==> config.mk <==
export PLATFORM = sky130hd
export DESIGN_NAME = bp_rolly_issue_ctrl_flat
export DESIGN_NICKNAME = d
export VERILOG_FILES = /design/src/rtl/bp_common_pkg.sv /design/src/rtl/bp_rolly_issue_ctrl_if.sv /design/src/rtl/bp_rolly_issue_skid.sv /design/src/rtl/bp_rolly_issue_ctrl.sv /design/src/flat_wrapper.sv
export SDC_FILE = /design/constraint.sdc
export NUM_CORES = 1
export LEC_CHECK = 0
export CORE_ASPECT_RATIO = 1.4
export CORE_UTILIZATION = 37
export DETAILED_ROUTE_END_ITERATION = 16
export HOLD_SLACK_MARGIN = 0.12
export PLACE_DENSITY = 0.95
export RECOVER_POWER = 50
export SYNTH_ARGS = -nofsm -noshare
export SYNTH_HDL_FRONTEND = slang
export SYNTH_SLANG_ARGS = --single-unit
==> constraint.sdc <==
create_clock -name clk_i -period 7.6 [get_ports clk_i]
set_input_delay 1.9 -clock clk_i [delete_from_list [all_inputs] [get_ports clk_i]]
set_output_delay 1.9 -clock clk_i [all_outputs]
set_load 0.02 [all_outputs]
==> src/rtl/bp_common_pkg.sv <==
// Shared definitions for the rolly-FIFO issue controller: FSM state encoding
// and the width of the optional performance counters.
package bp_common_pkg;

    typedef enum logic [0:0] {
        e_rolly_run       = 1'b0,
        e_rolly_flush_clr = 1'b1
    } bp_rolly_issue_state_e;

    localparam int perf_cnt_width_gp = 32;

endpackage

==> src/rtl/bp_rolly_issue_ctrl_if.sv <==
// Issue-side valid/ready channel between the rolly issue controller (master)
// and the issue pipeline (slave).
interface bp_rolly_issue_ctrl_if #(
    parameter int width_p = 64
);
    logic [width_p-1:0] data_o;
    logic               v_o;
    logic               ready_i;

    modport master (output data_o, output v_o, input ready_i);
    modport slave  (input data_o, input v_o, output ready_i);
endinterface

==> src/rtl/bp_rolly_issue_skid.sv <==
// One-entry output register with valid/ready and a synchronous invalidate.
// Invalidate wins over load; a handshake without a new load drops valid.
module bp_rolly_issue_skid #(
    parameter int width_p = 64
) (
    input  logic               clk_i,
    input  logic               reset_n_i,
    input  logic               load_i,
    input  logic [width_p-1:0] data_i,
    input  logic               inval_i,
    input  logic               ready_i,
    output logic [width_p-1:0] data_o,
    output logic               v_o
);

    logic               v_q, v_d;
    logic [width_p-1:0] data_q, data_d;

    // Next-state for the held entry and its valid bit
    always_comb begin
        v_d    = v_q;
        data_d = data_q;
        if (inval_i) begin
            v_d = 1'b0;
        end else if (load_i) begin
            v_d    = 1'b1;
            data_d = data_i;
        end else if (v_q & ready_i) begin
            v_d = 1'b0;
        end
    end

    // Valid bit is the only state that needs a reset value
    always_ff @(posedge clk_i) begin
        if (!reset_n_i) v_q <= 1'b0;
        else            v_q <= v_d;
    end

    // Payload register, meaningful only while valid
    always_ff @(posedge clk_i) begin
        data_q <= data_d;
    end

    assign data_o = data_q;
    assign v_o    = v_q;

endmodule

==> src/rtl/bp_rolly_issue_ctrl.sv <==
// Consumer of the checkpointed (rolly) FIFO: reads speculatively into a
// one-entry output register, tracks uncommitted entries, and drives the FIFO
// commit/rewind/clear strobes. A flush is a rewind followed by a clear on the
// next cycle. Optional perf counters: define BP_ROLLY_ISSUE_PERF_EN.
module bp_rolly_issue_ctrl
    import bp_common_pkg::*;
#(
    parameter  int width_p        = 64,
    parameter  int inflight_max_p = 8,
    localparam int cnt_width_lp   = (inflight_max_p + 1 > 1) ? $clog2(inflight_max_p + 1) : 1
) (
    input  logic                         clk_i,
    input  logic                         reset_n_i,
    input  logic [width_p-1:0]           fifo_data_i,
    input  logic                         fifo_v_i,
    output logic                         fifo_yumi_o,
    output logic                         fifo_deq_v_o,
    output logic                         fifo_roll_v_o,
    output logic                         fifo_clr_v_o,
    bp_rolly_issue_ctrl_if.master        issue_if,
    input  logic                         commit_v_i,
    input  logic                         roll_i,
    input  logic                         flush_i,
    output logic                         busy_o,
    output logic [cnt_width_lp-1:0]      inflight_o,
    output logic [perf_cnt_width_gp-1:0] roll_cnt_o,
    output logic [perf_cnt_width_gp-1:0] flush_cnt_o
);

    localparam logic [0:0]              state_run_lp = e_rolly_run;
    localparam logic [0:0]              state_clr_lp = e_rolly_flush_clr;
    localparam logic [cnt_width_lp-1:0] max_lp       = cnt_width_lp'(inflight_max_p);

    logic [0:0]              state_q, state_d;
    logic [cnt_width_lp-1:0] inflight_q, inflight_d;
    logic                    run, yumi, rewind;
    logic [width_p-1:0]      skid_data;
    logic                    skid_v;

    // Handshake and strobe decode; every strobe is forced low during reset
    always_comb begin
        run    = reset_n_i & (state_q == state_run_lp);
        yumi   = run & fifo_v_i & ~roll_i & ~flush_i
               & (~skid_v | issue_if.ready_i) & (inflight_q < max_lp);
        rewind = run & (roll_i | flush_i);
    end

    // FSM and in-flight counter next-state
    always_comb begin
        state_d    = state_q;
        inflight_d = inflight_q + cnt_width_lp'(yumi) - cnt_width_lp'(commit_v_i);
        if (rewind) begin
            inflight_d = '0;
        end
        if (run & flush_i) begin
            state_d = state_clr_lp;
        end else if (state_q == state_clr_lp) begin
            state_d = state_run_lp;
        end
    end

    // Control state registers
    always_ff @(posedge clk_i) begin
        if (!reset_n_i) begin
            state_q    <= state_run_lp;
            inflight_q <= '0;
        end else begin
            state_q    <= state_d;
            inflight_q <= inflight_d;
        end
    end

    bp_rolly_issue_skid #(.width_p(width_p)) skid (
        .clk_i     (clk_i),
        .reset_n_i (reset_n_i),
        .load_i    (yumi),
        .data_i    (fifo_data_i),
        .inval_i   (rewind),
        .ready_i   (issue_if.ready_i),
        .data_o    (skid_data),
        .v_o       (skid_v)
    );

    assign issue_if.data_o = skid_data;
    assign issue_if.v_o    = skid_v;
    assign fifo_yumi_o     = yumi;
    assign fifo_deq_v_o    = reset_n_i & commit_v_i;
    assign fifo_roll_v_o   = rewind;
    assign fifo_clr_v_o    = reset_n_i & (state_q == state_clr_lp);
    assign busy_o          = reset_n_i & (state_q == state_clr_lp);
    assign inflight_o      = inflight_q;

`ifdef BP_ROLLY_ISSUE_PERF_EN
    logic [perf_cnt_width_gp-1:0] roll_cnt_q, roll_cnt_d, flush_cnt_q, flush_cnt_d;

    // Saturating rewind/flush event counters
    always_comb begin
        roll_cnt_d  = roll_cnt_q;
        flush_cnt_d = flush_cnt_q;
        if (run & roll_i & ~flush_i & (roll_cnt_q != '1)) roll_cnt_d = roll_cnt_q + 32'd1;
        if (run & flush_i & (flush_cnt_q != '1))          flush_cnt_d = flush_cnt_q + 32'd1;
    end

    // Perf counter registers
    always_ff @(posedge clk_i) begin
        if (!reset_n_i) begin
            roll_cnt_q  <= '0;
            flush_cnt_q <= '0;
        end else begin
            roll_cnt_q  <= roll_cnt_d;
            flush_cnt_q <= flush_cnt_d;
        end
    end

    assign roll_cnt_o  = roll_cnt_q;
    assign flush_cnt_o = flush_cnt_q;
`else
    assign roll_cnt_o  = '0;
    assign flush_cnt_o = '0;
`endif

    // A commit needs something in flight, and none may arrive mid-flush
    a_commit_needs_inflight: assert property (@(posedge clk_i) disable iff (!reset_n_i)
        commit_v_i |-> (inflight_q != '0));
    a_no_commit_in_clr: assert property (@(posedge clk_i) disable iff (!reset_n_i)
        commit_v_i |-> (state_q != state_clr_lp));

endmodule

==> src/flat_wrapper.sv <==
// flat-port wrapper written by rule: the top's interface ports become plain ports
module bp_rolly_issue_ctrl_flat import bp_common_pkg::*;
#(
    parameter  int width_p        = 64,
    parameter  int inflight_max_p = 8,
    localparam int cnt_width_lp   = (inflight_max_p + 1 > 1) ? $clog2(inflight_max_p + 1) : 1
)
  (clk_i, reset_n_i, fifo_data_i, fifo_v_i, fifo_yumi_o, fifo_deq_v_o, fifo_roll_v_o, fifo_clr_v_o, commit_v_i, roll_i, flush_i, busy_o, inflight_o, roll_cnt_o, flush_cnt_o, issue_if_data_o, issue_if_v_o, issue_if_ready_i);
  bp_rolly_issue_ctrl_if #(.width_p(width_p)) issue_if_i ();
  input  logic clk_i;
  input  logic reset_n_i;
  input  logic [width_p-1:0] fifo_data_i;
  input  logic fifo_v_i;
  output logic fifo_yumi_o;
  output logic fifo_deq_v_o;
  output logic fifo_roll_v_o;
  output logic fifo_clr_v_o;
  input  logic commit_v_i;
  input  logic roll_i;
  input  logic flush_i;
  output logic busy_o;
  output logic [cnt_width_lp-1:0] inflight_o;
  output logic [perf_cnt_width_gp-1:0] roll_cnt_o;
  output logic [perf_cnt_width_gp-1:0] flush_cnt_o;
  output wire logic [$bits(issue_if_i.data_o)-1:0] issue_if_data_o;
  output wire logic [$bits(issue_if_i.v_o)-1:0] issue_if_v_o;
  input wire logic [$bits(issue_if_i.ready_i)-1:0] issue_if_ready_i;
  assign issue_if_data_o = issue_if_i.data_o;
  assign issue_if_v_o = issue_if_i.v_o;
  assign issue_if_i.ready_i = issue_if_ready_i;
  bp_rolly_issue_ctrl #(.width_p(width_p), .inflight_max_p(inflight_max_p)) u_core (.clk_i(clk_i), .reset_n_i(reset_n_i), .fifo_data_i(fifo_data_i), .fifo_v_i(fifo_v_i), .fifo_yumi_o(fifo_yumi_o), .fifo_deq_v_o(fifo_deq_v_o), .fifo_roll_v_o(fifo_roll_v_o), .fifo_clr_v_o(fifo_clr_v_o), .issue_if(issue_if_i), .commit_v_i(commit_v_i), .roll_i(roll_i), .flush_i(flush_i), .busy_o(busy_o), .inflight_o(inflight_o), .roll_cnt_o(roll_cnt_o), .flush_cnt_o(flush_cnt_o));
endmodule
==> results.json <==
{
  "ys_warn_count": 0,
  "rsz0062_at_grt": "no",
  "max_freq_mhz": 183,
  "drv_slew": 0,
  "setup_viol": 0,
  "dieWidth_um": 75.3,
  "synth.top_cell.area_share_pct": 69.0,
  "hold_buffers": 0,
  "slew_headroom_pct": 56.9,
  "r2r-start": "u_core.state_q",
  "die_area_sq_mm": 0.00789,
  "core-area_sq_mm": 0.00731,
  "netlist_instances": 170,
  "grt_max_degree": 55,
  "cts_resized": 0,
  "pwr-share-clk_pct": 34.5,
  "combPwrFrac_pct": 12.6,
  "leakagePower_nw": 1.64,
  "dpl_worst_slack_ns": 2.22,
  "dpl.hpwl_mm": 5.18,
  "fin_worst_skew_ns": 0.00646,
  "power_frac_seq_pct": 52.9,
  "htreeDepth": 3,
  "area_growth_pct": 54.2,
  "cp_max_fo": 6,
  "whs_path_depth": 2,
  "critPathCaptureType": "output port",
  "fin_crit_sh_pct": 71.9,
  "start_util_pct": 38.1,
  "syn_area_per_cell_sq_um": 16.4,
  "synth_top_family_by_area": "buffers and inverters",
  "detail-route-antenna-nets": 0,
  "reg2reg_slack_ns": 5.38,
  "seq_area_sq_mm": 0.00204,
  "min_from": "u_core.skid.v_o",
  "totalWireLength_mm": 6.50,
  "cp_data_required_time_ns": 5.70,
  "insertion_delay_ns": 0.33,
  "grt_util_met1_pct": 15.0,
  "ctsRootBufferMaster": "clkbuf_8",
  "nets": 400,
  "p_per_area_mw_per_mm2": 190,
  "wl_per_cell_um": 15.2,
  "clock_path_buffers": 2,
  "multi_input_area_sq_um": 467,
  "status": "finished clean",
  "io-pin-count": 209,
  "crit_type": "input port to output port",
  "fp.dieH_um": 105,
  "met2_usage_pct": 26.1,
  "firstDrtPassIters": 5,
  "fillers": 586,
  "grt_pass1_wl_mm": 8.61,
  "grtUsageTotal_pct": 15.9,
  "p_switching_mw": 0.195,
  "post_cts_buffers": 0,
  "clk_pin_slew_ns": 0.07,
  "cts_tree": "done",
  "finalSetupTns_ns": 0,
  "synth_area_sq_mm": 0.00279,
  "clkSinkCount": 70,
  "hold_violations": 0,
  "worst-slew-pin-transition_ns": 0.646,
  "postLayoutSetupSlackWorst_ns": 2.14,
  "power_mw": 0.817,
  "timing.rr.end": "u_core.skid.data_o[24]",
  "fin_hold_ws_ns": 0.556,
  "rr_worst_depth": 3,
  "port_buffers": 144,
  "whs_endpoint": "u_core.skid.v_o",
  "grt_overflow_total": 0,
  "peakVddDrop_mv": 0.0724,
  "hold_class": "flop to flop",
  "synthMuxAreaShare_pct": 0,
  "gp_congestion": 0.751,
  "dr.first_iter.drc_count": 146,
  "drc": 0,
  "synth_fa_ha_area_share_pct": 2.51,
  "drt-vias-per-instance": 4.01,
  "synth_seq_cells": 70,
  "synth_compound_area_share_pct": 0.988,
  "yosys.area_share.simple_pct": 4.00,
  "antenna_found_initial": 2,
  "yosysSeqAreaShare_pct": 73.3,
  "synthTopCellsByArea": "edfxtp_1 69%, buf_4 18%, dfxtp_1 4.3%",
  "yosysTopAreaCell": "edfxtp_1",
  "startpoint_type": "input port",
  "netSwitchingFraction_pct": 23.9,
  "drv_cap": 0,
  "cts_buffers": 9,
  "crit_arrival_ns": 3.56,
  "rows": 37,
  "use_met3_pct": 10.5,
  "synthXorXnorAreaFrac_pct": 0.629,
  "internal_power_mw": 0.622,
  "grt_pass1_vias": 1627,
  "synth.distinct_cells": 23,
  "finalCriticalPeriod_ns": 5.46,
  "layout-drive-gt1-share_pct": 6.38,
  "vias": 1716,
  "grt_busiest_layer": "met2"
}
final cells by class:
| cell class | instances | area share (%) |
|---|---|---|
| Sequential cell | 70 | 47.5 |
| Timing Repair Buffer | 145 | 33.7 |
| Multi-Input combinational cell | 91 | 10.9 |
| Clock buffer | 9 | 2.88 |
| Tap cell | 97 | 2.82 |
| Clock inverter | 7 | 1.48 |
| Inverter | 7 | 0.611 |
| Antenna cell | 2 | 0.116 |
placed cells by master, fill, tap and decap left out, types with 3 or more instances in the layout:
master	synthesis	routed
dlygate4sd3_1	0	94
clkdlybuf4s50_1	0	50
edfxtp_1	64	64
ha_1	4	4
dfxtp_1	6	6
conb_1	1	64
inv_1	7	7
clkbuf_8	0	9
nor2_1	3	3
critical path, stage by stage:
cell	delay, ns
dlygate4sd3_1	0.65
and4bb_1	0.24
and3_4	0.18
clkdlybuf4s50_1	0.59
sequential cells by signal, summed over array words and instances, names as in the netlist:
| signal | flops |
|---|---|
| u_core.skid.v_o | 1 |
| u_core.inflight_o | 4 |
| u_core.state_q | 1 |
| u_core.skid.data_o | 64 |
per-layer routing:
metal | vias to the layer above | part of all wire (%)
met4 | 0 | 1.3
met2 | 153 | 49
li1 | 774 | -
met1 | 778 | 32
met3 | 11 | 18
met5 | - | 0
Yosys cell counts:
master	n
buf_4	65
edfxtp_1	64
inv_1	7
dfxtp_1	6
ha_1	4
nor2_1	3
a21oi_1	2
nand3_1	2
nor3b_1	2
xor2_1	2
a21oi_2	1
and2_1	1
and2_2	1
and3_1	1
and3_4	1
and3b_2	1
and4bb_1	1
conb_1	1
fa_1	1
nand2b_1	1
nor2_2	1
o21ai_2	1
or3b_1	1
stage by stage:
stage | cell area, sq um | instances | utilization (%)
floorplan | 3020 | 233 | -
global placement | 4110 | 410 | 56.1
detailed placement | 4110 | 410 | 56.1
CTS | 4290 | 426 | 58.7
global route | 4300 | 428 | 58.8
finish | 4300 | 428 | 58.8
power by group through the flow:
stage	logic, mW	clock network [mW]	registers [mW]
after floorplan	0.0684	0	0.451
after global placement	0.106	0	0.441
after detailed placement	0.110	0	0.441
after CTS	0.111	0.292	0.433
after global routing	0.109	0.308	0.433
final	0.103	0.282	0.433
logic make-up after synthesis:
kind of cell / after synthesis
fa+ha+maj: 5
other cells: 1
compound gates: 4
xor+xnor: 2
flops: 70
buf+inv: 72
simple gates: 16
worst max path at each step:
stage               from            end  slack (ns)  cells past startpoint
2_1_floorplan    flush_i  fifo_roll_v_o        3.24                      2
3_3_place_gp   reset_n_i    fifo_yumi_o        2.27                      4
3_5_place_dp   reset_n_i    fifo_yumi_o        2.22                      4
4_1_cts        reset_n_i    fifo_yumi_o        2.22                      4
5_1_grt        reset_n_i    fifo_yumi_o        2.06                      4
6_report       reset_n_i    fifo_yumi_o        2.14                      4
No activity file was read; power rests on OpenSTA's default activity.
